File: src/rtl/sephirot_rf_pkg.sv
// Shared definitions for the sephirot register-file write-back path.
package sephirot_rf_pkg;

  localparam int COLL_CNT_W = 16;

  typedef enum logic {
    ST_RUN   = 1'b0,
    ST_CLEAR = 1'b1
  } wb_state_e;

  // Ceiling log2, never below 1 so that address/count fields keep a bit.
  function automatic int clog2(input int value);
    int r;
    int v;
    r = 0;
    v = value - 1;
    while (v > 0) begin
      r++;
      v = v >> 1;
    end
    return (r < 1) ? 1 : r;
  endfunction

endpackage

File: src/rtl/wb_collision_resolve.sv
// Same-cycle address collision resolver: among valid lanes aiming at the
// same address only the highest-index lane keeps its enable.
module wb_collision_resolve #(
  parameter int NLANES = 2,
  parameter int ADDRW  = 4,
  parameter int SUPW   = 2
) (
  input  logic [NLANES-1:0]       valid_i,
  input  logic [ADDRW*NLANES-1:0] addr_i,
  output logic [NLANES-1:0]       en_o,
  output logic [SUPW-1:0]         supp_cnt_o
);

  // A lane is suppressed when any higher lane is valid with the same address.
  always_comb begin
    en_o       = '0;
    supp_cnt_o = '0;
    for (int i = 0; i < NLANES; i++) begin
      if (valid_i[i]) begin
        en_o[i] = 1'b1;
        for (int j = 0; j < NLANES; j++) begin
          if ((j > i) && valid_i[j] &&
              (addr_i[j*ADDRW +: ADDRW] == addr_i[i*ADDRW +: ADDRW])) begin
            en_o[i] = 1'b0;
          end
        end
        if (!en_o[i]) begin
          supp_cnt_o = supp_cnt_o + SUPW'(1);
        end
      end
    end
  end

endmodule

File: src/rtl/regfile_wb_ctrl.sv
// Write-back controller in front of the multi-port LVT register file:
// registers lane writes onto the write ports, resolves same-address lane
// collisions, forwards in-flight writes to the read ports and sequences a
// zero-clear of the whole register file after reset or on request.
module regfile_wb_ctrl
  import sephirot_rf_pkg::*;
#(
  parameter int   MEMD       = 16,
  parameter int   DATAW      = 64,
  parameter int   nWPORTS    = 2,
  parameter int   nRPORTS    = 2,
  parameter bit   INIT_CLEAR = 1'b1,
  localparam int  ADDRW      = clog2(MEMD)
) (
  input  logic                     clk,
  input  logic                     rst,
  input  logic                     clear_req,
  input  logic [nWPORTS-1:0]       lane_valid,
  input  logic [ADDRW*nWPORTS-1:0] lane_addr,
  input  logic [DATAW*nWPORTS-1:0] lane_data,
  output logic                     lane_ready,
  output logic [nWPORTS-1:0]       WEnb,
  output logic [ADDRW*nWPORTS-1:0] WAddr,
  output logic [DATAW*nWPORTS-1:0] WData,
  input  logic [ADDRW*nRPORTS-1:0] RAddr,
  input  logic [DATAW*nRPORTS-1:0] RDataMem,
  output logic [DATAW*nRPORTS-1:0] RData,
  output logic                     busy,
  output logic [COLL_CNT_W-1:0]    collision_cnt
);

  localparam int SUPW = clog2(nWPORTS + 1);

  wb_state_e                  state_q, state_d;
  logic [ADDRW-1:0]           clr_q, clr_d;
  logic [nWPORTS-1:0]         wenb_q, wenb_d;
  logic [ADDRW*nWPORTS-1:0]   waddr_q, waddr_d;
  logic [DATAW*nWPORTS-1:0]   wdata_q, wdata_d;
  logic [COLL_CNT_W-1:0]      coll_q, coll_d;
  logic [nWPORTS-1:0]         lane_acc;
  logic [nWPORTS-1:0]         lane_en;
  logic [SUPW-1:0]            lane_supp;

  function automatic logic [COLL_CNT_W-1:0] sat_add(
    input logic [COLL_CNT_W-1:0] a,
    input logic [SUPW-1:0]       b
  );
    logic [COLL_CNT_W:0] sum;
    sum = {1'b0, a} + (COLL_CNT_W + 1)'(b);
    return sum[COLL_CNT_W] ? '1 : sum[COLL_CNT_W-1:0];
  endfunction

  // A clear request takes priority, so lane writes in that cycle are refused.
  assign lane_ready = (state_q == ST_RUN) && !clear_req;
  assign lane_acc   = lane_valid & {nWPORTS{lane_ready}};
  assign busy       = (state_q == ST_CLEAR);

  // Collisions are resolved only among writes actually accepted this cycle.
  wb_collision_resolve #(
    .NLANES (nWPORTS),
    .ADDRW  (ADDRW),
    .SUPW   (SUPW)
  ) u_coll (
    .valid_i    (lane_acc),
    .addr_i     (lane_addr),
    .en_o       (lane_en),
    .supp_cnt_o (lane_supp)
  );

  // Next-state: clear walk on port 0, or resolved lane writes in RUN.
  always_comb begin
    state_d = state_q;
    clr_d   = clr_q;
    wenb_d  = '0;
    waddr_d = waddr_q;
    wdata_d = wdata_q;
    coll_d  = coll_q;
    case (state_q)
      ST_CLEAR: begin
        wenb_d[0]              = 1'b1;
        waddr_d[0 +: ADDRW]    = clr_q;
        wdata_d[0 +: DATAW]    = '0;
        if (clear_req) begin
          clr_d = '0;
        end else if (clr_q == ADDRW'(MEMD - 1)) begin
          clr_d   = '0;
          state_d = ST_RUN;
        end else begin
          clr_d = clr_q + ADDRW'(1);
        end
      end
      default: begin
        if (clear_req) begin
          state_d = ST_CLEAR;
          clr_d   = '0;
        end else begin
          for (int w = 0; w < nWPORTS; w++) begin
            if (lane_en[w]) begin
              wenb_d[w]                  = 1'b1;
              waddr_d[w*ADDRW +: ADDRW]  = lane_addr[w*ADDRW +: ADDRW];
              wdata_d[w*DATAW +: DATAW]  = lane_data[w*DATAW +: DATAW];
            end
          end
          coll_d = sat_add(coll_q, lane_supp);
        end
      end
    endcase
  end

  // State, clear counter and the single write-port register stage.
  always_ff @(posedge clk or posedge rst) begin
    if (rst) begin
      state_q <= INIT_CLEAR ? ST_CLEAR : ST_RUN;
      clr_q   <= '0;
      wenb_q  <= '0;
      waddr_q <= '0;
      wdata_q <= '0;
      coll_q  <= '0;
    end else begin
      state_q <= state_d;
      clr_q   <= clr_d;
      wenb_q  <= wenb_d;
      waddr_q <= waddr_d;
      wdata_q <= wdata_d;
      coll_q  <= coll_d;
    end
  end

  assign WEnb          = wenb_q;
  assign WAddr         = waddr_q;
  assign WData         = wdata_q;
  assign collision_cnt = coll_q;

  // Read forwarding: the highest write port hitting the read address wins.
  always_comb begin
    RData = RDataMem;
    for (int r = 0; r < nRPORTS; r++) begin
      for (int w = 0; w < nWPORTS; w++) begin
        if (wenb_q[w] && (waddr_q[w*ADDRW +: ADDRW] == RAddr[r*ADDRW +: ADDRW])) begin
          RData[r*DATAW +: DATAW] = wdata_q[w*DATAW +: DATAW];
        end
      end
    end
  end

endmodule

File: config.mk
export PLATFORM = sky130hd
export DESIGN_NAME = regfile_wb_ctrl
export DESIGN_NICKNAME = d
export VERILOG_FILES = /design/src/rtl/sephirot_rf_pkg.sv /design/src/rtl/wb_collision_resolve.sv /design/src/rtl/regfile_wb_ctrl.sv
export SDC_FILE = /design/constraint.sdc
export NUM_CORES = 1
export LEC_CHECK = 0
export CORE_AREA = 2 2 216 218
export DETAILED_ROUTE_END_ITERATION = 16
export DIE_AREA = 0 0 218 220
export PLACE_DENSITY = 0.53
export SYNTH_ARGS = -nofsm -noshare
export SYNTH_HDL_FRONTEND = slang
export SYNTH_SLANG_ARGS = --single-unit
File: constraint.sdc
create_clock -name clk -period 6.3 [get_ports clk]
set_clock_uncertainty 0.1 [all_clocks]
set_input_delay 1.575 -clock clk [delete_from_list [all_inputs] [get_ports clk]]
set_output_delay 1.575 -clock clk [all_outputs]
set_load 0.01 [all_outputs]
==> metrics.md, run 1 <==
| Metric | Value |
|---|---|
| HP Start | collision_cnt[15] |
| CP Class | input pin to output pin |
| CP arrival | 4.21 ns |
| CP dominant cell by count | clkdlybuf4s50_1 |
| Leakage | 6.50 nW |
| Worst reg2reg path endpoint | WData[41] |
| WL per Instance | 26.0 um |
| Yosys warnings | 0 |
| Critical Path RT | 4.62 ns |
| H-tree Lvls | 4 |
| Core area | 45900 um^2 |
| Worst slew pin tran | 0.960 ns |
| CTS tree | built |
| Post-CTS Hold Fix Bufs | 0 |
| Crit Path Max Fanout | 32 |
| Ports | 561 |
| Total Power | 3.26 mW |
| Max-cap violations | 0 |
| Hold Path Class | flop to flop |
| Final Core Density | 38.2% |
| Sw power | 1.03 mW |
| Clock sinks | 159 |
| Die ar. | 48000 um^2 |
| Register bit count reported by yosys | 159 |
| Port-buffer cells | 560 |
| GRT Util Overall | 23.6% |
| CTS root buffer | clkbuf_16 |
| Tmin final | 5.89 ns |
| Synth Net Count | 1433 |
| Worst Reg-to-Reg Cells | 4 |
| Int Pwr | 2.23 mW |
| Post-CTS Repair Setup Buffers | 0 |
| Netlist cell types | 52 |
| Worst path cell trace | clkdlybuf4s50_1 > o2111ai_4 > buf_12 > o31ai_1 > a31oi_1 > clkdlybuf4s50_1 |
| Routed Antenna Nets | 0 |
| Vias in the first global route | 12.2k |
| Count of nets after finishing | 1905 |
| Max_slew headroom | 36.0% |
| Reg2Reg Setup Slack | 3.12 ns |
| DR iter-0 viols | 1350 |
| RSZ-0062 raised after global routing | false |
| Post-route DRC | 0 |
| Fin Setup TNS | 0 ns |
| Grt total ovfl | 0 |
| PwrDens | 186 nW/um^2 |
| Asr flop ratio synth | 100% |
| Worst-case clock buffer depth | 2 |
| Final Max Slew Viols | 0 |
| CP max stage delay | 0.75 ns |
| Startpoint Class | input pin |
| Share of post-route cells with drive strength above 1 | 14.3% |
| Critical path endpoint category | output pin |
| Gate power share | 28.4% |
| Clk_lat worst skew | 0.48 ns |
| Clk slew on worst S/H paths | 0.07 ns |
| First-pass GRT wire length | 83.6 mm |
| Num CTS Buffers | 17 |
| Outcome | finished, final reports clean |
| Routed wire length | 58.5 mm |
| Max stage delay cell, worst path | o2111ai_4 |
| Post-synthesis sequential area ratio | 37.5% |
| Post-route clock period utilization | 93.4% |
| R2R Path Start | busy |
| Max frequency | 170 MHz |
| Placer Congestion | 0.886 |
| Initial antenna violation count | 4 |
| Initial Util | 23.1% |
| Mapped Area | 10600 um^2 |
| Part of the power in registers | 34.8% |
| Drt via density | 5.51 |
| Worst hold endpoint | collision_cnt[15] |
| Hold path cells | 1 |
| Mapped Cells | 1153 |
| Detailed-placement wirelength estimate | 40.3 mm |
| Final setup violating endpoints | 0 |
| Largest net degree at the start of global routing | 86 |
| Top FF cell, synth | dfrtp_1 |
| Detailed Routing Iterations Pass 1 | 7 |
| Vias | 12.4k |
| Die Y | 220 um |
| CTS resizes | 0 |
| EDFF count, synth | 0 |
| Switching share of total power | 31.6% |
| Avg Synthesized Cell Area | 9.21 um^2 |
| Clk network pwr share | 36.8% |
| Die Wd | 218 um |
| Row count | 79 |
| Peak VDD IR | 0.000149 V |
| Final hold vios | 0 |
| Area Growth Syn to Fin | 65.2% |
[sequential cells by signal, summed over array words and instances, names as in the netlist]
| name | count |
|---|---|
| busy | 1 |
| WEnb | 2 |
| WAddr | 8 |
| WData | 128 |
| collision_cnt | 16 |
| clr_q | 4 |
[metrics by stage]
| stage | setup WS, ns | hold WS (ns) | cell area, um^2 | std cells |
|---|---|---|---|---|
| 2_1_floorplan | 0.335 | 0.432 | 10600 | 1153 |
| 3_3_place_gp | 0.388 | 0.396 | 16900 | 2213 |
| 3_5_place_dp | 0.384 | 0.422 | 16900 | 2213 |
| 4_1_cts | 0.377 | 0.442 | 17500 | 2245 |
| 5_1_grt | 0.310 | 0.464 | 17500 | 2248 |
| 6_report | 0.414 | 0.439 | 17500 | 2248 |
[per-layer routing]
layer	share of wire [%]	wire, um	GRT usage (%)	vias up
met5	0.019	11	0	-
met4	3.2	1870	9.73	2
met3	9.2	5410	6.92	133
met2	47	27700	38.0	717
met1	40	23500	29.4	6155
li1	-	-	-	5378
[cell usage after synthesis, types with 8 or more instances]
cell type	instances	area share, %
nor2_1	11	0.39
dfrtp_1	158	37
o21ai_0	68	3.2
nand2_1	20	0.71
o31ai_2	10	1.2
nor2b_1	66	3.9
xor2_1	11	0.91
a31oi_1	129	7.6
mux2_2	128	14
buf_2	21	0.99
xnor2_1	14	1.2
nand4_1	134	7.9
o31ai_1	54	3.8
clkbuf_1	106	3.7
nor3_1	131	6.2
inv_1	8	0.28
[power groups by stage]
| stage | Combinational [mW] | Clock (mW) | Sequential [mW] |
|---|---|---|---|
| 6_report | 0.927 | 1.20 | 1.13 |
| 5_1_grt | 0.969 | 1.28 | 1.14 |
| 4_1_cts | 0.921 | 1.25 | 1.13 |
| 3_5_place_dp | 0.917 | 0 | 1.15 |
| 3_3_place_gp | 0.913 | 0 | 1.15 |
| 2_1_floorplan | 0.328 | 0 | 1.14 |
[cells in the final DEF (no fill, tap or decap), types with 23 or more instances in the layout]
cell,Yosys,final
nor2b_1,66,66
nor3_1,131,130
clkdlybuf4s50_1,0,560
a31oi_1,129,129
o21ai_0,68,68
dfrtp_1,158,157
mux2_2,128,128
buf_4,6,23
o31ai_1,54,54
nand4_1,134,134
[worst max-delay path by stage]
stage / start / to / slack (ns) / depth (start not counted)
floorplan: rst / WAddr[0] / 0.34 / 1
global placement: RAddr[4] / RData[98] / 0.39 / 7
detailed placement: RAddr[7] / RData[91] / 0.38 / 6
CTS: RAddr[7] / RData[91] / 0.38 / 6
global route: RAddr[7] / RData[91] / 0.31 / 6
finish: RAddr[7] / RData[91] / 0.41 / 6
[area by class of cell]
cell class / count / area (um^2)
inverters: 8 / 35.0
fillers: 4703 / 28300
repair buffers: 596 / 6040
well taps: 607 / 759
diodes: 3 / 7.51
flip-flops and latches: 159 / 3990
multi-input cells: 843 / 6050
clock buffers: 17 / 425
clock inverters: 15 / 233
[worst max-delay path: cells and delay by family]
| family | cells | cell delay [ns] |
|---|---|---|
| AOI/OAI and AO/OA | 3 | 1.17 |
| buffers and inverters | 3 | 1.41 |
[kinds of logic (layout without fill, tap and decap cells)]
| kind of cell | Yosys count | in the layout | share of synthesized area [%] |
|---|---|---|---|
| simple gates | 398 | 398 | 21.6 |
| compound gates | 280 | 280 | 17.1 |
| flops | 159 | 159 | 37.5 |
| buf+inv | 151 | 636 | 6.55 |
| mux | 135 | 135 | 14.5 |
| xor+xnor | 27 | 27 | 2.37 |
| fa+ha+maj | 3 | 3 | 0.354 |
| other cells | 0 | 3 | 0 |
No activity file was read; power rests on OpenSTA's default activity.
==> run 2: changes to the inputs <==
--- a/config.mk
+++ b/config.mk
@@ -5,10 +5,11 @@
 export SDC_FILE = /design/constraint.sdc
 export NUM_CORES = 1
 export LEC_CHECK = 0
-export CORE_AREA = 2 2 216 218
+export CORE_AREA = 5 5 213 215
 export DETAILED_ROUTE_END_ITERATION = 16
 export DIE_AREA = 0 0 218 220
-export PLACE_DENSITY = 0.53
+export PLACE_DENSITY = 0.56
+export SLEW_MARGIN = 20
 export SYNTH_ARGS = -nofsm -noshare
 export SYNTH_HDL_FRONTEND = slang
 export SYNTH_SLANG_ARGS = --single-unit
==> run 2 against run 1 <==
Effect of this change: via count grew 0.25%; critical path depth is 1 higher; global-route usage decreased by 0.78 points; first-iteration DRC count is 8.9% lower; largest cell class unchanged; highest routed layer is now met4; largest power group is now sequential cells.
==> metrics.md, run 2 (synthesized netlist as in run 1, its figures left out) <==
| Metric | Value |
|---|---|
| Grt total ovfl | 0 (unchanged) |
| Max-cap violations | 0 (unchanged) |
| Post-route clock period utilization | 95.3% (+1.9 points) |
| Vias in the first global route | 12.5k (+2.6%) |
| Die Y | 220 um (unchanged) |
| CTS root buffer | clkbuf_16 |
| Count of nets after finishing | 1904 (-0.052%) |
| Met3 GRT Util | 5.80% (-1.1 points) |
| Post-CTS Repair Setup Buffers | 0 (unchanged) |
| Clk slew on worst S/H paths | 0.07 ns (about the same) |
| Detailed Routing Iterations Pass 1 | 6 (-1) |
| Area Growth Syn to Fin | 64.0% |
| Critical path endpoint category | output pin |
| Ports | 561 (unchanged) |
| Commonest non-fill, non-tap cell in the layout | clkdlybuf4s50_1 |
| Largest net degree at the start of global routing | 101 (+17%) |
| Core area | 43500 um^2 (-5.1%) |
| Outcome | finished, final reports clean |
| Max_slew headroom | 33.8% (-2.2 points) |
| Vias | 12.4k (+0.25%) |
| R2R Path Start | busy |
| Peak VDD IR | 0.000151 V (+1.5%) |
| Hold path cells | 1 (unchanged) |
| RSZ-0062 raised after global routing | false |
| Critical Path RT | 4.62 ns (about the same) |
| Clock sinks | 159 (unchanged) |
| First-pass GRT wire length | 83.2 mm (-0.38%) |
| Leakage | 6.46 nW (-0.59%) |
| Routed wire length | 58.2 mm (-0.52%) |
| PwrDens | 180 nW/um^2 (-3.4%) |
| Drt via density | 5.57 (+1.0%) |
| CTS resizes | 0 (unchanged) |
| Tmin final | 6.01 ns (+0.120 ns) |
| Final Max Slew Viols | 0 (unchanged) |
| Num CTS Buffers | 17 (unchanged) |
| GRT Util Overall | 22.8% (-0.78 points) |
| Die Wd | 218 um (unchanged) |
| Startpoint Class | input pin |
| Max reg flops | 128 (unchanged) |
| Worst-case clock buffer depth | 2 (unchanged) |
| Worst reg2reg path endpoint | WData[21] |
| Port-buffer cells | 560 (unchanged) |
| Placed inst area | 16800 um^2 (-0.36%) |
| Met2 usage | 37.1% (-0.96 points) |
| Die ar. | 48000 um^2 (unchanged) |
| WL per Instance | 26.1 um (+0.24%) |
| GRT busiest layer | met2 |
| Hold Path Class | flop to flop |
| Met1 GRT Util | 29.4% (-0.044 points) |
| Placer Congestion | 0.923 (+4.2%) |
| Detailed-placement wirelength estimate | 40.9 mm (+1.4%) |
| Crit Path Max Fanout | 26 (-19%) |
| Reg2Reg Setup Slack | 2.91 ns (-0.21 ns) |
| HP Start | collision_cnt[15] |
| H-tree Lvls | 4 (unchanged) |
| Routed Antenna Nets | 0 (unchanged) |
| Post-CTS Hold Fix Bufs | 0 (unchanged) |
| Clk_lat worst skew | 0.44 ns (-0.04 ns) |
| Initial antenna violation count | 1 (-3) |
| Worst hold endpoint | collision_cnt[15] |
| Design Area, Final | 17400 um^2 (-0.74%) |
| Worst Reg-to-Reg Cells | 4 (unchanged) |
| Fin Setup TNS | 0 ns (unchanged) |
| CTS tree | built |
| CP arrival | 4.33 ns (+0.12 ns) |
| CP Class | input pin to output pin |
| Share of post-route cells with drive strength above 1 | 14.2% (-0.11 points) |
| Final setup violating endpoints | 0 (unchanged) |
| Max frequency | 166 MHz (-2.0%) |
| Final hold vios | 0 (unchanged) |
| Row count | 77 (-2.5%) |
| Post-route DRC | 0 (unchanged) |
| DR iter-0 viols | 1230 (-8.9%) |
| Initial Util | 24.4% (+1.2 points) |
| Most frequent cells in the layout | clkdlybuf4s50_1, dfrtp_1, nand4_1, nor3_1, a31oi_1 |
| Worst slew pin tran | 0.993 ns (+0.0331 ns) |
run 2: changes by cell type in the layout (fill, tap and decap cells not counted):
cell and change:
inv_6 +1, clkbuf_8 +1, dfrtp_4 +1, bufinv_16 -3
buf_12 -3, clkbuf_1 +1, diode_2 -1, buf_4 +2
clkinv_2 +2, inv_8 +1, clkinvlp_4 -3, dfrtp_2 -1
run 2: per-stage QoR:
step,hold WS (ns),utilization [%],std cells,power [mW],setup WS (ns)
after CTS,0.417,40.0,2229,3.15,0.339
after global routing,0.470,40.0,2230,3.25,0.237
final,0.413,40.0,2231,3.13,0.294
after floorplan,0.432,-,1153,1.47,0.335
after detailed placement,0.405,38.6,2197,2.06,0.349
after global placement,0.395,38.6,2197,2.05,0.389
run 2: critical path, cell delays in order:
cell             delay, ns
clkdlybuf4s50_1       0.48
and2b_1               0.24
or3_4                 0.60
buf_4                 0.27
o31ai_1               0.38
a31oi_1               0.17
clkdlybuf4s50_1       0.57
run 2: cell type report:
class                   instances  area (um^2)
diodes                          2         5.00
clock buffers                  19          443
clock inverters                13          150
fillers                      4392        26100
inverters                       8         35.0
multi-input cells             843         6050
flip-flops and latches        159         3990
well taps                     592          741
repair buffers                595         5990
run 2: power by group:
part | internal [mW] | switching (mW) | total, mW
clock | 0.604 | 0.473 | 1.08
sequential | 1.06 | 0.0709 | 1.14
combinational | 0.452 | 0.462 | 0.914
run 2: metal layers:
| metal | vias to the layer above | part of all wire (%) |
|---|---|---|
| met5 | - | 0 |
| met4 | 0 | 3.7 |
| met3 | 154 | 8.8 |
| met2 | 805 | 47 |
| met1 | 6088 | 41 |
| li1 | 5369 | - |
run 2: how the worst max path moves through the flow:
stage                  start          to  slack (ns)  cells past startpoint
global route        RAddr[4]  RData[100]        0.24                      7
CTS                 RAddr[4]  RData[100]        0.34                      7
finish              RAddr[4]  RData[100]        0.29                      7
global placement    RAddr[4]   RData[65]        0.39                      7
detailed placement  RAddr[4]  RData[100]        0.35                      7
floorplan                rst    WAddr[0]        0.34                      1
==> run 3: changes to the inputs <==
--- a/config.mk
+++ b/config.mk
@@ -5,11 +5,12 @@
 export SDC_FILE = /design/constraint.sdc
 export NUM_CORES = 1
 export LEC_CHECK = 0
-export CORE_AREA = 5 5 213 215
+export CORE_AREA = 5 5 217 219
 export DETAILED_ROUTE_END_ITERATION = 16
-export DIE_AREA = 0 0 218 220
-export PLACE_DENSITY = 0.56
+export DIE_AREA = 0 0 222 224
+export PLACE_DENSITY = 0.53
 export SLEW_MARGIN = 20
 export SYNTH_ARGS = -nofsm -noshare
 export SYNTH_HDL_FRONTEND = slang
+export SYNTH_HIERARCHICAL = 1
 export SYNTH_SLANG_ARGS = --single-unit
==> run 3 against run 2 <==
Effect of this change: synthesized area fell by 2.3%; sequential cell count stayed put; count of clock-buffer cells in the layout is 1 lower; largest power group is now clock; synthesized cell count up 7.9%; die area rose by 3.7%; non-clock buffer count grew 6; global-route usage rose by 0.58 points.
==> metrics.md, run 3 <==
| Metric | Value |
|---|---|
| Share of post-route cells with drive strength above 1 | 9.71% (-4.5 points) |
| First-pass GRT wire length | 88.6 mm (+6.4%) |
| Post-synth top cells | dfrtp_1, nand2_1, nor3_1, clkbuf_1, a31oi_1 |
| Area Growth Syn to Fin | 68.0% |
| Netlist cell types | 43 (-17%) |
| DR iter-0 viols | 1410 (+15%) |
| CP arrival | 4.18 ns (-0.15 ns) |
| Final hold slack | 0.458 ns (+0.0444 ns) |
| Placer Congestion | 0.905 (-1.9%) |
| Register bit count reported by yosys | 159 (unchanged) |
| Post-CTS Hold Fix Bufs | 0 (unchanged) |
| Peak VDD IR | 0.000188 V (+24%) |
| Max_slew headroom | 31.6% (-2.2 points) |
| Hold path cells | 2 (+1) |
| Detailed Routing Iterations Pass 1 | 6 (unchanged) |
| Final hold vios | 0 (unchanged) |
| WP buf/inv | 3 (unchanged) |
| Worst-case clock buffer depth | 2 (unchanged) |
| Synth Net Count | 1525 (+6.4%) |
| Avg Synthesized Cell Area | 8.34 um^2 (-9.4%) |
| Worst slew pin tran | 1.02 ns (+0.0273 ns) |
| Routed Antenna Nets | 0 (unchanged) |
| Routed wire length | 61.6 mm (+5.8%) |
| Yosys top cell area share | 38.1% (+0.87 points) |
| Row count | 78 (+1.3%) |
| CP Class | input pin to output pin |
| Leakage | 6.17 nW (-4.5%) |
| Total Power | 3.11 mW (-0.63%) |
| Startpoint Class | input pin |
| Post-route clock period utilization | 92.9% (-2.4 points) |
| Non-Filler Instances | 2321 (+4.0%) |
| Most frequent cell after synthesis | dfrtp_1 |
| Max frequency | 171 MHz (+2.6%) |
| CP dominant cell by count | clkdlybuf4s50_1 |
| Cell family with most CP delay | buffers and inverters |
| Clk slew on worst S/H paths | 0.07 ns (about the same) |
| CTS root buffer | clkbuf_16 |
| Synth area leader | dfrtp_1 |
| Worst reg2reg path endpoint | collision_cnt[2] |
| Die Y | 224 um (+1.8%) |
| Fillers | 4557 (+3.8%) |
| Commonest non-fill, non-tap cell in the layout | clkdlybuf4s50_1 |
| Asr flop ratio synth | 100% (unchanged) |
| CP max stage delay | 0.82 ns (+0.22 ns) |
| Post-CTS Repair Setup Buffers | 0 (unchanged) |
| Max reg flops | 128 (unchanged) |
| R2R Path Start | busy |
| Final Max Slew Viols | 0 (unchanged) |
| Port-buffer cells | 560 (unchanged) |
| GRT Util Overall | 23.4% (+0.58 points) |
| PwrDens | 178 nW/um^2 (-0.76%) |
| Clk_lat worst skew | 0.45 ns (about the same) |
| Critical path endpoint category | output pin |
| WL per Instance | 26.5 um (+1.7%) |
| Tmin final | 5.85 ns (-0.154 ns) |
| Max-cap violations | 0 (unchanged) |
| Vias in the first global route | 12.9k (+2.9%) |
| Vias | 13.0k (+4.4%) |
| Count of nets after finishing | 1989 (+4.5%) |
| Worst hold endpoint | collision_cnt[5] |
| Die Wd | 222 um (+1.8%) |
| Pre-CTS setup slack | 0.484 ns (+0.135 ns) |
| Post-synthesis sequential area ratio | 38.4% (+0.88 points) |
| Fin Setup TNS | 0 ns (unchanged) |
| EDFF count, synth | 0 (unchanged) |
| Most frequent cells in the layout | clkdlybuf4s50_1, dfrtp_1, nand2_1, nor3_1, a31oi_1 |
| Detailed-placement wirelength estimate | 43.6 mm (+6.7%) |
| Die ar. | 49700 um^2 (+3.7%) |
| H-tree Lvls | 4 (unchanged) |
| Largest net degree at the start of global routing | 86 (-15%) |
| Mapped Area | 10400 um^2 (-2.3%) |
| Final worst slack | 0.448 ns (+0.154 ns) |
| Worst path cell trace | clkdlybuf4s50_1 > xnor2_2 > buf_12 > nand4_1 > a31oi_1 > clkdlybuf4s50_1 |
| HP Start | collision_cnt[5] |
| Reg2Reg Setup Slack | 2.39 ns (-0.52 ns) |
| Num CTS Buffers | 17 (unchanged) |
| Final setup violating endpoints | 0 (unchanged) |
| FF+latch area | 3980 um^2 (about the same) |
| Worst Reg-to-Reg Cells | 10 (+6) |
| DP Cell Count | 2289 (+4.2%) |
| Crit Path Max Fanout | 32 (+23%) |
| Outcome | finished, final reports clean |
| Hold Path Class | flop to flop |
| Grt total ovfl | 0 (unchanged) |
| CTS tree | built |
| Initial Util | 23.1% (-1.3 points) |
| Ports | 561 (unchanged) |
| Top FF cell, synth | dfrtp_1 |
| Mapped Cells | 1244 (+7.9%) |
| Area contributors post-synth | dfrtp_1, o31ai_1, a31oi_1 |
| Drt via density | 5.58 (+0.33%) |
| RSZ-0062 raised after global routing | false |
| CTS resizes | 0 (unchanged) |
| Yosys warnings | 6 (+6) |
| Initial antenna violation count | 1 (unchanged) |
| Area occupied by multi-input gates | 5900 um^2 (-2.4%) |
| Post-route DRC | 0 (unchanged) |
| Clock sinks | 159 (unchanged) |
| Critical Path RT | 4.62 ns (about the same) |
| Core area | 44900 um^2 (+3.1%) |
| Max stage delay cell, worst path | xnor2_2 |
## run 3: cells by family after synthesis
family	synth area share [%]
and+or+nand+nor	23.0
AOI/OAI and AO/OA	21.6
buffers and inverters	6.26
DFF	38.4
muxes	8.06
xor gates and xnor gates	2.11
adders and majority gates	0.555
other	0.0362
## run 3: area by class of cell
cell class | count | share of cell area, %
multi-input cells | 918 | 33.9
repair buffers | 601 | 35.1
diodes | 1 | 0.0144
inverters | 11 | 0.266
clock buffers | 18 | 2.52
flip-flops and latches | 159 | 22.9
well taps | 600 | 4.31
clock inverters | 13 | 1.08
## run 3: per-layer routing
layer	part of all wire, %	track usage (%)	up-vias
met5	0	0	-
met4	3.7	9.33	0
met3	9.6	6.80	124
met2	48	38.7	866
met1	39	28.8	6286
li1	-	-	5683
## run 3: stage by stage
stage / area (um^2) / utilization, %
global placement: 16800 / 37.4
detailed placement: 16800 / 37.4
CTS: 17400 / 38.8
floorplan: 10400 / -
global route: 17400 / 38.8
finish: 17400 / 38.8
## run 3: how the worst max path moves through the flow
stage / startpoint / endpoint / slack, ns / cells past startpoint
floorplan: rst / WAddr[0] / 0.34 / 1
global placement: RAddr[1] / RData[58] / 0.47 / 7
detailed placement: RAddr[6] / RData[115] / 0.48 / 6
CTS: RAddr[6] / RData[115] / 0.48 / 6
global route: RAddr[1] / RData[58] / 0.38 / 7
finish: RAddr[6] / RData[115] / 0.45 / 6
## run 3: worst register-to-register path: stages, from the launching register on
cell	delay, ns
dfstp_4	0.73
nor2_1	0.50
and2_1	0.23
and4_1	0.20
ha_1	0.17
inv_1	0.05
fa_1	0.41
or4b_4	0.54
nor3_1	0.36
nand2_1	0.38
o21ai_0	0.18
## run 3: report_power, final
group          switching [mW]  total, mW  internal [mW]
sequential             0.0375       1.08           1.04
combinational           0.461      0.879          0.417
clock                   0.474       1.15          0.673
